<file path="config.mk">
export PLATFORM = sky130hd
export DESIGN_NAME = matrix_catalog_reporter
export DESIGN_NICKNAME = d
export VERILOG_FILES = /design/src/rtl/matrix_catalog_reporter_pkg.sv /design/src/rtl/matrix_catalog_reporter_bin2dec_serial.sv /design/src/rtl/matrix_catalog_reporter.sv
export SDC_FILE = /design/constraint.sdc
export NUM_CORES = 1
export LEC_CHECK = 0
export CAP_MARGIN = 25
export CORE_MARGIN = 3
export CORE_UTILIZATION = 65
export CTS_CLUSTER_DIAMETER = 80
export DETAILED_ROUTE_END_ITERATION = 10
export GPL_ROUTABILITY_DRIVEN = 0
export PLACE_DENSITY_LB_ADDON = 0.1
export SYNTH_ARGS = -nofsm -noshare
export SYNTH_HDL_FRONTEND = slang
export SYNTH_HIERARCHICAL = 1
export SYNTH_SLANG_ARGS = --single-unit
export TNS_END_PERCENT = 30
</file>
<file path="constraint.sdc">
create_clock -name clk -period 7.7 [get_ports clk]
set_input_delay 0.77 -clock clk [delete_from_list [all_inputs] [get_ports clk]]
set_output_delay 0.77 -clock clk [all_outputs]
set_load 0.05 [all_outputs]
</file>
<file path="src/rtl/matrix_catalog_reporter_pkg.sv">
// rtl/matrix_catalog_reporter_pkg.sv - shared ASCII codes, report modes and FSM states
package matrix_catalog_reporter_pkg;

   localparam logic [7:0] ASCII_ZERO  = 8'h30;
   localparam logic [7:0] ASCII_X     = 8'h78;
   localparam logic [7:0] ASCII_COLON = 8'h3A;
   localparam logic [7:0] ASCII_NL    = 8'h0A;
   localparam logic [7:0] ASCII_T     = 8'h54;

   localparam int BCD_DIGITS = 5;

   typedef enum logic [1:0] {
      MODE_LIST  = 2'd0,
      MODE_TOTAL = 2'd1,
      MODE_ROW   = 2'd2,
      MODE_RSVD  = 2'd3
   } mode_t;

   typedef enum logic [3:0] {
      ST_IDLE,
      ST_SCAN_ADDR,
      ST_SCAN_WAIT,
      ST_SCAN_EVAL,
      ST_EMIT_ROW,
      ST_EMIT_X,
      ST_EMIT_COL,
      ST_EMIT_COLON,
      ST_EMIT_NUM,
      ST_EMIT_NL,
      ST_NEXT,
      ST_TOT_T,
      ST_TOT_COLON,
      ST_FINISH
   } state_t;

   // Index of the most significant non-zero BCD digit; 0 when the value is zero.
   function automatic logic [2:0] top_digit(input logic [4*BCD_DIGITS-1:0] bcd);
      top_digit = 3'd0;
      for (int i = 0; i < BCD_DIGITS; i++) begin
         if (bcd[4*i +: 4] != 4'd0) top_digit = 3'(i);
      end
   endfunction

endpackage

</file>
<file path="src/rtl/matrix_catalog_reporter_bin2dec_serial.sv">
// rtl/matrix_catalog_reporter_bin2dec_serial.sv - serial double-dabble binary to 5-digit BCD
module bin2dec_serial
   import matrix_catalog_reporter_pkg::*;
#(
   parameter int TOT_WIDTH = 16
) (
   input  logic                      clk,
   input  logic                      rst_n,
   input  logic                      clr,
   input  logic                      start,
   input  logic [TOT_WIDTH-1:0]      value,
   output logic                      busy,
   output logic                      done,
   output logic [4*BCD_DIGITS-1:0]   bcd
);

   localparam int CW = $clog2(TOT_WIDTH + 1);

   logic [TOT_WIDTH-1:0]    bin;
   logic [CW-1:0]           bits_left;
   logic [4*BCD_DIGITS-1:0] adj;

   always_comb begin
      adj = bcd;
      for (int i = 0; i < BCD_DIGITS; i++) begin
         if (bcd[4*i +: 4] >= 4'd5) adj[4*i +: 4] = bcd[4*i +: 4] + 4'd3;
      end
   end

   always_ff @(posedge clk or negedge rst_n) begin
      if (!rst_n) begin
         busy      <= 1'b0;
         done      <= 1'b0;
         bcd       <= '0;
         bin       <= '0;
         bits_left <= '0;
      end else if (clr) begin
         busy      <= 1'b0;
         done      <= 1'b0;
         bcd       <= '0;
         bin       <= '0;
         bits_left <= '0;
      end else begin
         done <= 1'b0;
         if (start && !busy) begin
            bin       <= value;
            bcd       <= '0;
            bits_left <= CW'(TOT_WIDTH);
            busy      <= 1'b1;
         end else if (busy) begin
            bcd       <= {adj[4*BCD_DIGITS-2:0], bin[TOT_WIDTH-1]};
            bin       <= bin << 1;
            bits_left <= bits_left - 1'b1;
            if (bits_left == CW'(1)) begin
               busy <= 1'b0;
               done <= 1'b1;
            end
         end
      end
   end

endmodule

</file>
<file path="src/rtl/matrix_catalog_reporter.sv">
// rtl/matrix_catalog_reporter.sv - scans storage size classes and streams an ASCII catalogue
module matrix_catalog_reporter
   import matrix_catalog_reporter_pkg::*;
#(
   parameter int MAX_ROWS  = 5,
   parameter int MAX_COLS  = 5,
   parameter int DIM_WIDTH = 3,
   parameter int CNT_WIDTH = 5,
   parameter int RD_LAT    = 2,
   parameter int TOT_WIDTH = 16
) (
   input  logic                 clk,
   input  logic                 rst_n,
   input  logic                 start,
   input  logic [1:0]           mode,
   input  logic [DIM_WIDTH-1:0] flt_row,
   input  logic [4:0]           pick_k,
   input  logic                 abort,
   output logic                 busy,
   output logic                 done,
   output logic                 tx_valid,
   output logic [7:0]           tx_data,
   input  logic                 tx_ready,
   output logic [DIM_WIDTH-1:0] qry_row,
   output logic [DIM_WIDTH-1:0] qry_col,
   input  logic [CNT_WIDTH-1:0] qry_cnt,
   output logic                 pick_valid,
   output logic [DIM_WIDTH-1:0] pick_row,
   output logic [DIM_WIDTH-1:0] pick_col,
   output logic [CNT_WIDTH-1:0] pick_cnt
);

   localparam int WW  = $clog2(RD_LAT + 1);
   localparam int TW1 = TOT_WIDTH + 1;

   state_t                  state;
   mode_t                   mode_r;
   logic [4:0]              pick_k_r;
   logic [TOT_WIDTH-1:0]    total;
   logic [6:0]              rc;
   logic [DIM_WIDTH-1:0]    sh_row;
   logic [DIM_WIDTH-1:0]    sh_col;
   logic [CNT_WIDTH-1:0]    sh_cnt;
   logic [CNT_WIDTH-1:0]    cur_cnt;
   logic [WW-1:0]           wait_cnt;
   logic                    in_tot;
   logic                    armed;
   logic                    conv_start;
   logic                    num_sending;
   logic [2:0]              dig_idx;

   logic                    conv_busy;
   logic                    conv_done;
   logic [4*BCD_DIGITS-1:0] conv_bcd;
   logic [TOT_WIDTH-1:0]    conv_value;
   logic [TW1-1:0]          sum;
   logic [2:0]              top_idx;
   logic [2:0]              nxt_idx;
   logic [3:0]              top_dig;
   logic [3:0]              nxt_dig;
   logic                    flt_ok;

   assign conv_value = in_tot ? total : TOT_WIDTH'(cur_cnt);
   assign sum        = {1'b0, total} + TW1'(qry_cnt);
   assign top_idx    = top_digit(conv_bcd);
   assign nxt_idx    = dig_idx - 3'd1;
   assign top_dig    = conv_bcd[{top_idx, 2'b00} +: 4];
   assign nxt_dig    = conv_bcd[{nxt_idx, 2'b00} +: 4];
   assign flt_ok     = (flt_row != '0) && (flt_row <= DIM_WIDTH'(MAX_ROWS));

   bin2dec_serial #(.TOT_WIDTH(TOT_WIDTH)) u_bin2dec (
      .clk   (clk),
      .rst_n (rst_n),
      .clr   (abort),
      .start (conv_start),
      .value (conv_value),
      .busy  (conv_busy),
      .done  (conv_done),
      .bcd   (conv_bcd)
   );

   always_ff @(posedge clk or negedge rst_n) begin
      if (!rst_n) begin
         state       <= ST_IDLE;
         busy        <= 1'b0;
         done        <= 1'b0;
         tx_valid    <= 1'b0;
         tx_data     <= '0;
         qry_row     <= DIM_WIDTH'(1);
         qry_col     <= DIM_WIDTH'(1);
         pick_valid  <= 1'b0;
         pick_row    <= '0;
         pick_col    <= '0;
         pick_cnt    <= '0;
         mode_r      <= MODE_LIST;
         pick_k_r    <= '0;
         total       <= '0;
         rc          <= '0;
         sh_row      <= '0;
         sh_col      <= '0;
         sh_cnt      <= '0;
         cur_cnt     <= '0;
         wait_cnt    <= '0;
         in_tot      <= 1'b0;
         armed       <= 1'b1;
         conv_start  <= 1'b0;
         num_sending <= 1'b0;
         dig_idx     <= '0;
      end else begin
         done       <= 1'b0;
         conv_start <= 1'b0;
         if (abort && state != ST_IDLE) begin
            state       <= ST_IDLE;
            busy        <= 1'b0;
            tx_valid    <= 1'b0;
            num_sending <= 1'b0;
         end else begin
            case (state)
               ST_IDLE: begin
                  if (!start) begin
                     armed <= 1'b1;
                  end else if (armed && !abort) begin
                     armed    <= 1'b0;
                     busy     <= 1'b1;
                     mode_r   <= (mode == MODE_RSVD) ? MODE_LIST : mode_t'(mode);
                     pick_k_r <= pick_k;
                     total    <= '0;
                     rc       <= '0;
                     sh_row   <= '0;
                     sh_col   <= '0;
                     sh_cnt   <= '0;
                     in_tot   <= 1'b0;
                     qry_row  <= (mode == MODE_ROW) ? flt_row : DIM_WIDTH'(1);
                     qry_col  <= DIM_WIDTH'(1);
                     // An out-of-range filter row has nothing to scan: go straight to the trailer.
                     if (mode == MODE_ROW && !flt_ok) begin
                        in_tot   <= 1'b1;
                        tx_data  <= ASCII_T;
                        tx_valid <= 1'b1;
                        state    <= ST_TOT_T;
                     end else begin
                        state <= ST_SCAN_ADDR;
                     end
                  end
               end
               ST_SCAN_ADDR: begin
                  wait_cnt <= WW'(1);
                  state    <= ST_SCAN_WAIT;
               end
               ST_SCAN_WAIT: begin
                  if (wait_cnt == WW'(RD_LAT)) state <= ST_SCAN_EVAL;
                  else wait_cnt <= wait_cnt + 1'b1;
               end
               ST_SCAN_EVAL: begin
                  cur_cnt <= qry_cnt;
                  if (qry_cnt != '0) begin
                     total <= sum[TOT_WIDTH] ? '1 : sum[TOT_WIDTH-1:0];
                     rc    <= rc + 7'd1;
                     if (rc + 7'd1 == {2'b00, pick_k_r}) begin
                        sh_row <= qry_row;
                        sh_col <= qry_col;
                        sh_cnt <= qry_cnt;
                     end
                  end
                  if (qry_cnt != '0 && mode_r != MODE_TOTAL) begin
                     tx_data  <= ASCII_ZERO + 8'(qry_row);
                     tx_valid <= 1'b1;
                     state    <= ST_EMIT_ROW;
                  end else begin
                     state <= ST_NEXT;
                  end
               end
               ST_EMIT_ROW: if (tx_ready) begin
                  tx_data <= ASCII_X;
                  state   <= ST_EMIT_X;
               end
               ST_EMIT_X: if (tx_ready) begin
                  tx_data <= ASCII_ZERO + 8'(qry_col);
                  state   <= ST_EMIT_COL;
               end
               ST_EMIT_COL: if (tx_ready) begin
                  tx_data <= ASCII_COLON;
                  state   <= ST_EMIT_COLON;
               end
               ST_TOT_T: if (tx_ready) begin
                  tx_data <= ASCII_COLON;
                  state   <= ST_TOT_COLON;
               end
               ST_EMIT_COLON, ST_TOT_COLON: if (tx_ready) begin
                  tx_valid    <= 1'b0;
                  conv_start  <= 1'b1;
                  num_sending <= 1'b0;
                  state       <= ST_EMIT_NUM;
               end
               ST_EMIT_NUM: begin
                  if (!num_sending) begin
                     if (conv_done && !conv_busy) begin
                        num_sending <= 1'b1;
                        dig_idx     <= top_idx;
                        tx_data     <= ASCII_ZERO + {4'h0, top_dig};
                        tx_valid    <= 1'b1;
                     end
                  end else if (tx_ready) begin
                     if (dig_idx == 3'd0) begin
                        num_sending <= 1'b0;
                        tx_data     <= ASCII_NL;
                        state       <= ST_EMIT_NL;
                     end else begin
                        dig_idx <= nxt_idx;
                        tx_data <= ASCII_ZERO + {4'h0, nxt_dig};
                     end
                  end
               end
               ST_EMIT_NL: if (tx_ready) begin
                  tx_valid <= 1'b0;
                  if (in_tot) begin
                     done <= 1'b1;
                     if (pick_k_r != 5'd0 && {2'b00, pick_k_r} <= rc) begin
                        pick_valid <= 1'b1;
                        pick_row   <= sh_row;
                        pick_col   <= sh_col;
                        pick_cnt   <= sh_cnt;
                     end else begin
                        pick_valid <= 1'b0;
                     end
                     state <= ST_FINISH;
                  end else begin
                     state <= ST_NEXT;
                  end
               end
               ST_NEXT: begin
                  if (qry_col == DIM_WIDTH'(MAX_COLS)) begin
                     if (mode_r == MODE_ROW || qry_row == DIM_WIDTH'(MAX_ROWS)) begin
                        in_tot   <= 1'b1;
                        tx_data  <= ASCII_T;
                        tx_valid <= 1'b1;
                        state    <= ST_TOT_T;
                     end else begin
                        qry_row <= qry_row + DIM_WIDTH'(1);
                        qry_col <= DIM_WIDTH'(1);
                        state   <= ST_SCAN_ADDR;
                     end
                  end else begin
                     qry_col <= qry_col + DIM_WIDTH'(1);
                     state   <= ST_SCAN_ADDR;
                  end
               end
               ST_FINISH: begin
                  busy  <= 1'b0;
                  state <= ST_IDLE;
               end
               default: state <= ST_IDLE;
            endcase
         end
      end
   end

endmodule

</file>
==> out/results.tsv, run 1 <==
stage	metric	value	unit
final_layout	Layout Nets	924	
place	placed cell count	997	
route	number of remaining DRC errors	0	
critical_path	CP Data Required Time	8.05	ns
critical_path	RR Startpoint	state[1]$_DFFE_PN0P_	
yosys	Mapped Cells	846	
timing	final slew viol count	0	
power_and_ir_drop	Pwr per Cell Area	292.4	nW/um^2
final_layout	Finished Layout Cells	1031	
timing	Tcrit/Tclk final	41.94	%
clock_network	CTS Root Cell	clkbuf_16	
final_layout	ant diodes	0	
clock_network	Setup Buffers After CTS	0	
critical_path	CP endpoint kind	flip-flop	
timing	Tightest Pin Transition	1.127	ns
clock_network	CTS tree	built	
yosys	top-count cell post-synth	dfrtp_1	
route	Final ANT Viol Nets	0	
critical_path	R2R cell count	5	
run	MaxCap Viol Count	0	
hold_path	worst hold path type	in -> async	
critical_path	Critical R2R Capture	sh_cnt[2]$_DFFE_PN0P_	
timing	setup ws final	4.470	ns
clock_network	clk sink count	130	
yosys	flops & latches, synth	130	
route	Initial DRC Count	847	
clock_network	CTS max path bufs	2	
critical_path	worst reg2reg setup slack	4.47	ns
grt	initial antenna violation count	0	
grt	largest net degree at the start of global routing	84	
yosys	Post-Syn Area per Cell	9.439	sq um
place	DP Worst Slack	4.142	ns
critical_path	worst stage delay on the critical path	0.81	ns
yosys	top_reg_cell synth	dfrtp_1	
timing	RSZ-0062 raised after global routing	false	
grt	vias in the first global route	6672	
route	First-pass DRT Iterations	6	
yosys	Cell variety after synth	85	
timing	Rel. slew slack	24.27	%
route	Via Count	6959	
route	final wirelength	20000	um
timing	Final Hold Fails	0	
critical_path	crit path DAT	3.58	ns
grt	first-pass GRT wire length	33430	um
power_and_ir_drop	Worst VDD drop	0.2277	mV
clock_network	CTS Hold Bufs	0	
die	Ports	49	
yosys	Async S/R FF share, synth	100.0	%
yosys	Post-synth top cells	dfrtp_1 (127), nand2_1 (73), nor2_1 (73), o21ai_0 (69), a21oi_1 (67)	
power_and_ir_drop	static leakage	3.935	nW
yosys	share of the synthesized area in the top cell type	39.80	%
clock_network	CTS H-Tree Depth	4	
timing	Clock Skews	0.007166	ns
die	die height	116.8	um
place	PortBufs	47	
yosys	Yosys top cell by area	dfrtp_1	
clock_network	clock latency on the worst-skew pair	0.42	ns
critical_path	Slowest-stage cell, CP	dfrtp_1	
timing	hold slack	0.3463	ns
yosys	Syn Std Cell Area	7985	sq um
die	Core ar.	11710	sq um
yosys	Post-Syn Nets	895	
critical_path	CP startpoint kind	flip-flop	
timing	final setup vio count	0	
yosys	post-synthesis sequential area ratio	40.79	%
die	Initial Util	68.18	%
clock_network	Resize count post-CTS	0	
grt	GRT overflow	0	
critical_path	CP cell instances	nand4bb_1 > nor4_1 > o2111ai_1 > nor2_1 > a22o_1	
place	detailed placer's ending HPWL	13460	um
route	drt via density	6.750	
final_layout	synthesis-to-layout area growth	13.60	%
timing	Final TNS setup	0	ns
grt	total track usage	30.86	%
critical_path	crit-path max FO	24	
die	die footprint	13650	sq um
timing	Max Fclk	309.6	MHz
timing	post-route minimum period	3.230	ns
final_layout	share of layout cells above drive strength 1	11.49	%
yosys	largest cells by area after synthesis	dfrtp_1 (40%), ha_1 (4.4%), o21ai_0 (4.3%)	
yosys	yosys warns	6	
clock_network	CTS clk-pin slew, worst paths	0.06	ns
route	routed len/inst	19.40	um
die	die width	116.8	um
yosys	Post-synth EDFFs	0	
outcome	outcome	completed	
critical_path	kind of critical path	reg -> reg	
clock_network	TritonCTS Buffers	17	
die	# rows	39	
==> where the power goes <==
group / total, mW / internal, mW / switching (mW)
Clock: 0.811 / 0.489 / 0.322
Sequential: 0.939 / 0.788 / 0.151
Combinational: 0.903 / 0.354 / 0.548
==> flip-flops by register name, indices dropped and copies added, names as in the netlist, 2 cells and up <==
signal / flops
mode_r: 2
sh_row: 3
u_bin2dec/bcd: 20
u_bin2dec/bits_left: 5
u_bin2dec/bin: 16
tx_data: 7
rc: 7
wait_cnt: 2
qry_col: 3
pick_cnt: 5
pick_row: 3
state: 4
sh_cnt: 5
pick_col: 3
dig_idx: 3
sh_col: 3
cur_cnt: 5
pick_k_r: 5
total: 16
qry_row: 3
==> worst max-delay path: cells and delay by family (launching register included) <==
family / cells / cell delay, ns
AO/OA/AOI/OAI: 2 / 0.48
AND/OR/NAND/NOR: 3 / 1.86
flip-flops: 1 / 0.81
==> per-stage QoR <==
| stage | util, % | power (mW) | instance area (sq um) |
|---|---|---|---|
| after CTS | 76.99 | 2.639 | 9016 |
| after global placement | 71.93 | 1.790 | 8424 |
| after floorplan | - | 1.584 | 7985 |
| after detailed placement | 71.93 | 1.823 | 8424 |
| after global routing | 77.46 | 2.790 | 9071 |
| final | 77.46 | 2.652 | 9071 |
==> kinds of logic (layout without fill, tap and decap cells) <==
| kind of cell | after synthesis | count (layout) | synth area share [%] |
|---|---|---|---|
| and+or+nand+nor | 260 | 260 | 16.41 |
| other | 1 | 1 | 0.04696 |
| adders and majority gates | 29 | 29 | 4.638 |
| xor gates and xnor gates | 23 | 23 | 2.523 |
| muxes | 55 | 55 | 7.929 |
| DFF | 130 | 130 | 40.79 |
| buffers and inverters | 84 | 126 | 4.904 |
| AOI/OAI and AO/OA | 264 | 264 | 22.77 |
==> worst max-delay path by stage <==
stage                                start                endpoint  slack (ns)  depth (start not counted)
floorplan           dig_idx[0]$_DFFE_PN0P_  tx_data[0]$_DFFE_PN0P_        5.18                         10
detailed placement              qry_cnt[1]    total[7]$_DFFE_PN0P_        4.14                          6
finish                state[1]$_DFFE_PN0P_   sh_cnt[2]$_DFFE_PN0P_        4.47                          5
global route          state[1]$_DFFE_PN0P_   sh_cnt[3]$_DFFE_PN0P_        4.31                          5
CTS                             qry_cnt[1]   total[11]$_DFFE_PN0P_        4.57                          7
global placement                qry_cnt[1]    total[7]$_DFFE_PN0P_        4.30                          6
==> routing by layer <==
metal  global-route usage [%]  wire (um)  up-vias
li1                         -          -     3150
met1                    40.81       8318     3374
met2                    49.75       9545      362
met3                    7.044       1571       73
met4                    11.93        567        0
met5                        0          0        -
==> placed cells by master, fill, tap and decap left out, drive strengths merged, types with 11 or more instances in the layout <==
cell,instances
nand3,13
a22o,18
ha,28
o31ai,14
mux2,26
mux2i,25
inv,46
nand2b,14
clkdlybuf4s50,46
dfrtp,127
and2,14
xnor2,13
a21oi,68
nand2,73
a31oi,11
clkbuf,18
nor2,76
o22ai,12
o21ai,72
nor3,24
==> cell type report <==
cell class                      instances  area (sq um)
Multi-Input combinational cell        632          4337
Fill cell                             811          2640
Clock inverter                         14         152.6
Inverter                               41         153.9
Tap cell                              143         178.9
Clock buffer                           18         439.2
Timing Repair Buffer                   53         553.0
Sequential cell                       130          3257
Note: power is estimated with default switching activity, not from simulation.
==> run 2: changes to the inputs <==
--- a/config.mk
+++ b/config.mk
@@ -7,7 +7,7 @@
 export LEC_CHECK = 0
 export CAP_MARGIN = 25
 export CORE_MARGIN = 3
-export CORE_UTILIZATION = 65
+export CORE_UTILIZATION = 55
 export CTS_CLUSTER_DIAMETER = 80
 export DETAILED_ROUTE_END_ITERATION = 10
 export GPL_ROUTABILITY_DRIVEN = 0
==> constraint.sdc (replaced) <==
create_clock -name clk -period 2.7 [get_ports clk]
set_input_delay 0.27 -clock clk [delete_from_list [all_inputs] [get_ports clk]]
set_output_delay 0.27 -clock clk [all_outputs]
set_load 0.05 [all_outputs]
==> run 2 against run 1 <==
Effect of this change: core utilization fell by 11 points; clock power rose to 2.7 times the previous value; flip-flop and latch count did not move; critical endpoint is now sh_row[0]$_DFFE_PN0P_.
==> out/results.tsv, run 2 (synthesis gave the netlist of run 1 again) <==
stage	metric	value	unit
outcome	outcome	completed	
timing	Tightest Pin Transition	0.5967	ns
route	Initial DRC Count	860	
final_layout	synthesis-to-layout area growth	16.56	%
die	Initial Util	56.87	%
route	drt via density	6.248	
critical_path	CP Data Required Time	3.01	ns
timing	Rel. slew slack	60.22	%
grt	GRT overflow	0	
route	Via Count	6860	
grt	vias in the first global route	6683	
critical_path	kind of critical path	reg -> reg	
timing	Final Hold Fails	0	
final_layout	Largest regs	u_bin2dec/bcd (20), total (16), u_bin2dec/bin (16)	
timing	setup ws final	0.2705	ns
final_layout	commonest non-fill, non-tap cell in the layout	dfrtp_1	
power_and_ir_drop	static leakage	4.062	nW
final_layout	ant diodes	0	
die	Ports	49	
place	detailed placer's ending HPWL	13930	um
grt	total track usage	25.62	%
clock_network	clock latency on the worst-skew pair	0.42	ns
timing	RSZ-0062 raised after global routing	false	
die	die footprint	16000	sq um
die	Core ar.	14040	sq um
clock_network	CTS clk-pin slew, worst paths	0.06	ns
critical_path	crit-path max FO	19	
die	# rows	43	
route	routed len/inst	18.14	um
final_layout	Layout Nets	954	
route	First-pass DRT Iterations	6	
grt	largest net degree at the start of global routing	50	
final_layout	most frequent cells in the layout	dfrtp_1 (127), nand2_1 (73), nor2_1 (73)	
place	placed cell count	1065	
power_and_ir_drop	Pwr per Cell Area	814.3	nW/um^2
clock_network	CTS H-Tree Depth	4	
route	Final ANT Viol Nets	0	
final_layout	max reg flops	20	
clock_network	TritonCTS Buffers	17	
clock_network	CTS Hold Bufs	1	
final_layout	Finished Layout Cells	1098	
critical_path	CP startpoint kind	flip-flop	
critical_path	crit path DAT	2.74	ns
grt	initial antenna violation count	0	
die	die width	126.5	um
final_layout	Largest Register	u_bin2dec/bcd	
critical_path	CP endpoint kind	flip-flop	
timing	post-route minimum period	2.429	ns
final_layout	share of layout cells above drive strength 1	14.27	%
clock_network	clk sink count	130	
clock_network	CTS tree	built	
timing	final slew viol count	0	
timing	final setup vio count	0	
place	PortBufs	47	
timing	Clock Skews	0.01296	ns
grt	first-pass GRT wire length	33680	um
clock_network	CTS Root Cell	clkbuf_16	
hold_path	worst hold path type	in -> async	
die	die height	126.5	um
route	final wirelength	19920	um
timing	Tcrit/Tclk final	89.98	%
timing	Max Fclk	411.6	MHz
power_and_ir_drop	Worst VDD drop	0.5672	mV
clock_network	Resize count post-CTS	0	
route	number of remaining DRC errors	0	
place	DP Worst Slack	-0.01133	ns
clock_network	Setup Buffers After CTS	0	
run	MaxCap Viol Count	0	
clock_network	CTS max path bufs	2	
-- run 2: cell types whose count changed in the layout (fill, tap and decap cells not counted), sizes merged --
cell,delta
clkinvlp,+1
dlygate4sd3,+1
bufinv,-1
inv,-1
clkinv,+1
buf,+29
-- run 2: routing by layer --
metal	global-route usage (%)	vias up	part of all wire, %
li1	-	3219	-
met1	36.60	3320	46
met2	38.04	260	45
met3	5.600	61	6.0
met4	10.41	0	2.9
met5	0	-	0
-- run 2: metrics by stage --
step	instance area, sq um	total power [mW]	util, %	hold slack [ns]	setup TNS (ns)
floorplan	7985	4.517	-	-0.02559	0
global placement	8728	5.254	62.16	0.1432	0
detailed placement	8728	5.328	62.16	0.1448	-0.01957
CTS	9308	7.593	66.28	0.2328	0
global route	9308	8.019	66.28	0.2641	0
finish	9308	7.579	66.28	0.2596	0
-- run 2: cell type report --
cell class	count	area (sq um)
Sequential cell	130	3257
Fill cell	1105	4735
Clock inverter	14	130.1
Clock buffer	18	439.2
Tap cell	180	225.2
Inverter	41	153.9
Timing Repair Buffer	83	765.7
Multi-Input combinational cell	632	4337
-- run 2: power breakdown --
part | internal [mW] | leakage [nW] | total, mW | switching (mW)
Clock | 1.30 | 0.266 | 2.23 | 0.931
Sequential | 2.25 | 1.74 | 2.58 | 0.327
Combinational | 1.10 | 2.06 | 2.77 | 1.67
Total | 4.65 | 4.06 | 7.58 | 2.93
-- run 2: final timing paths --
| check | endpoint | cells past startpoint | start | slack (ns) |
|---|---|---|---|---|
| hold reg to reg | u_bin2dec/bcd[0]$_DFFE_PN0P_ | 2 | u_bin2dec/bin[15]$_DFFE_PN0P_ | 0.49 |
| setup reg to reg | sh_row[0]$_DFFE_PN0P_ | 5 | state[2]$_DFFE_PN0P_ | 0.27 |
| max in group asynchronous | u_bin2dec/bcd[10]$_DFFE_PN0P_ | 3 | rst_n | 1.68 |
| min in group clk | pick_k_r[3]$_DFFE_PN0P_ | 3 | pick_k[3] | 0.38 |
| setup / recovery | sh_row[0]$_DFFE_PN0P_ | 5 | state[2]$_DFFE_PN0P_ | 0.27 |
| hold / removal | pick_valid$_DFFE_PN0P_ | 2 | rst_n | 0.26 |
-- run 2: critical path: stages, from the launching register on --
cell and delay [ns]:
dfrtp_1 0.60, nand4bb_1 0.50, nor4_1 0.38, o2111ai_1 0.19, a21o_1 0.36, a22o_1 0.29
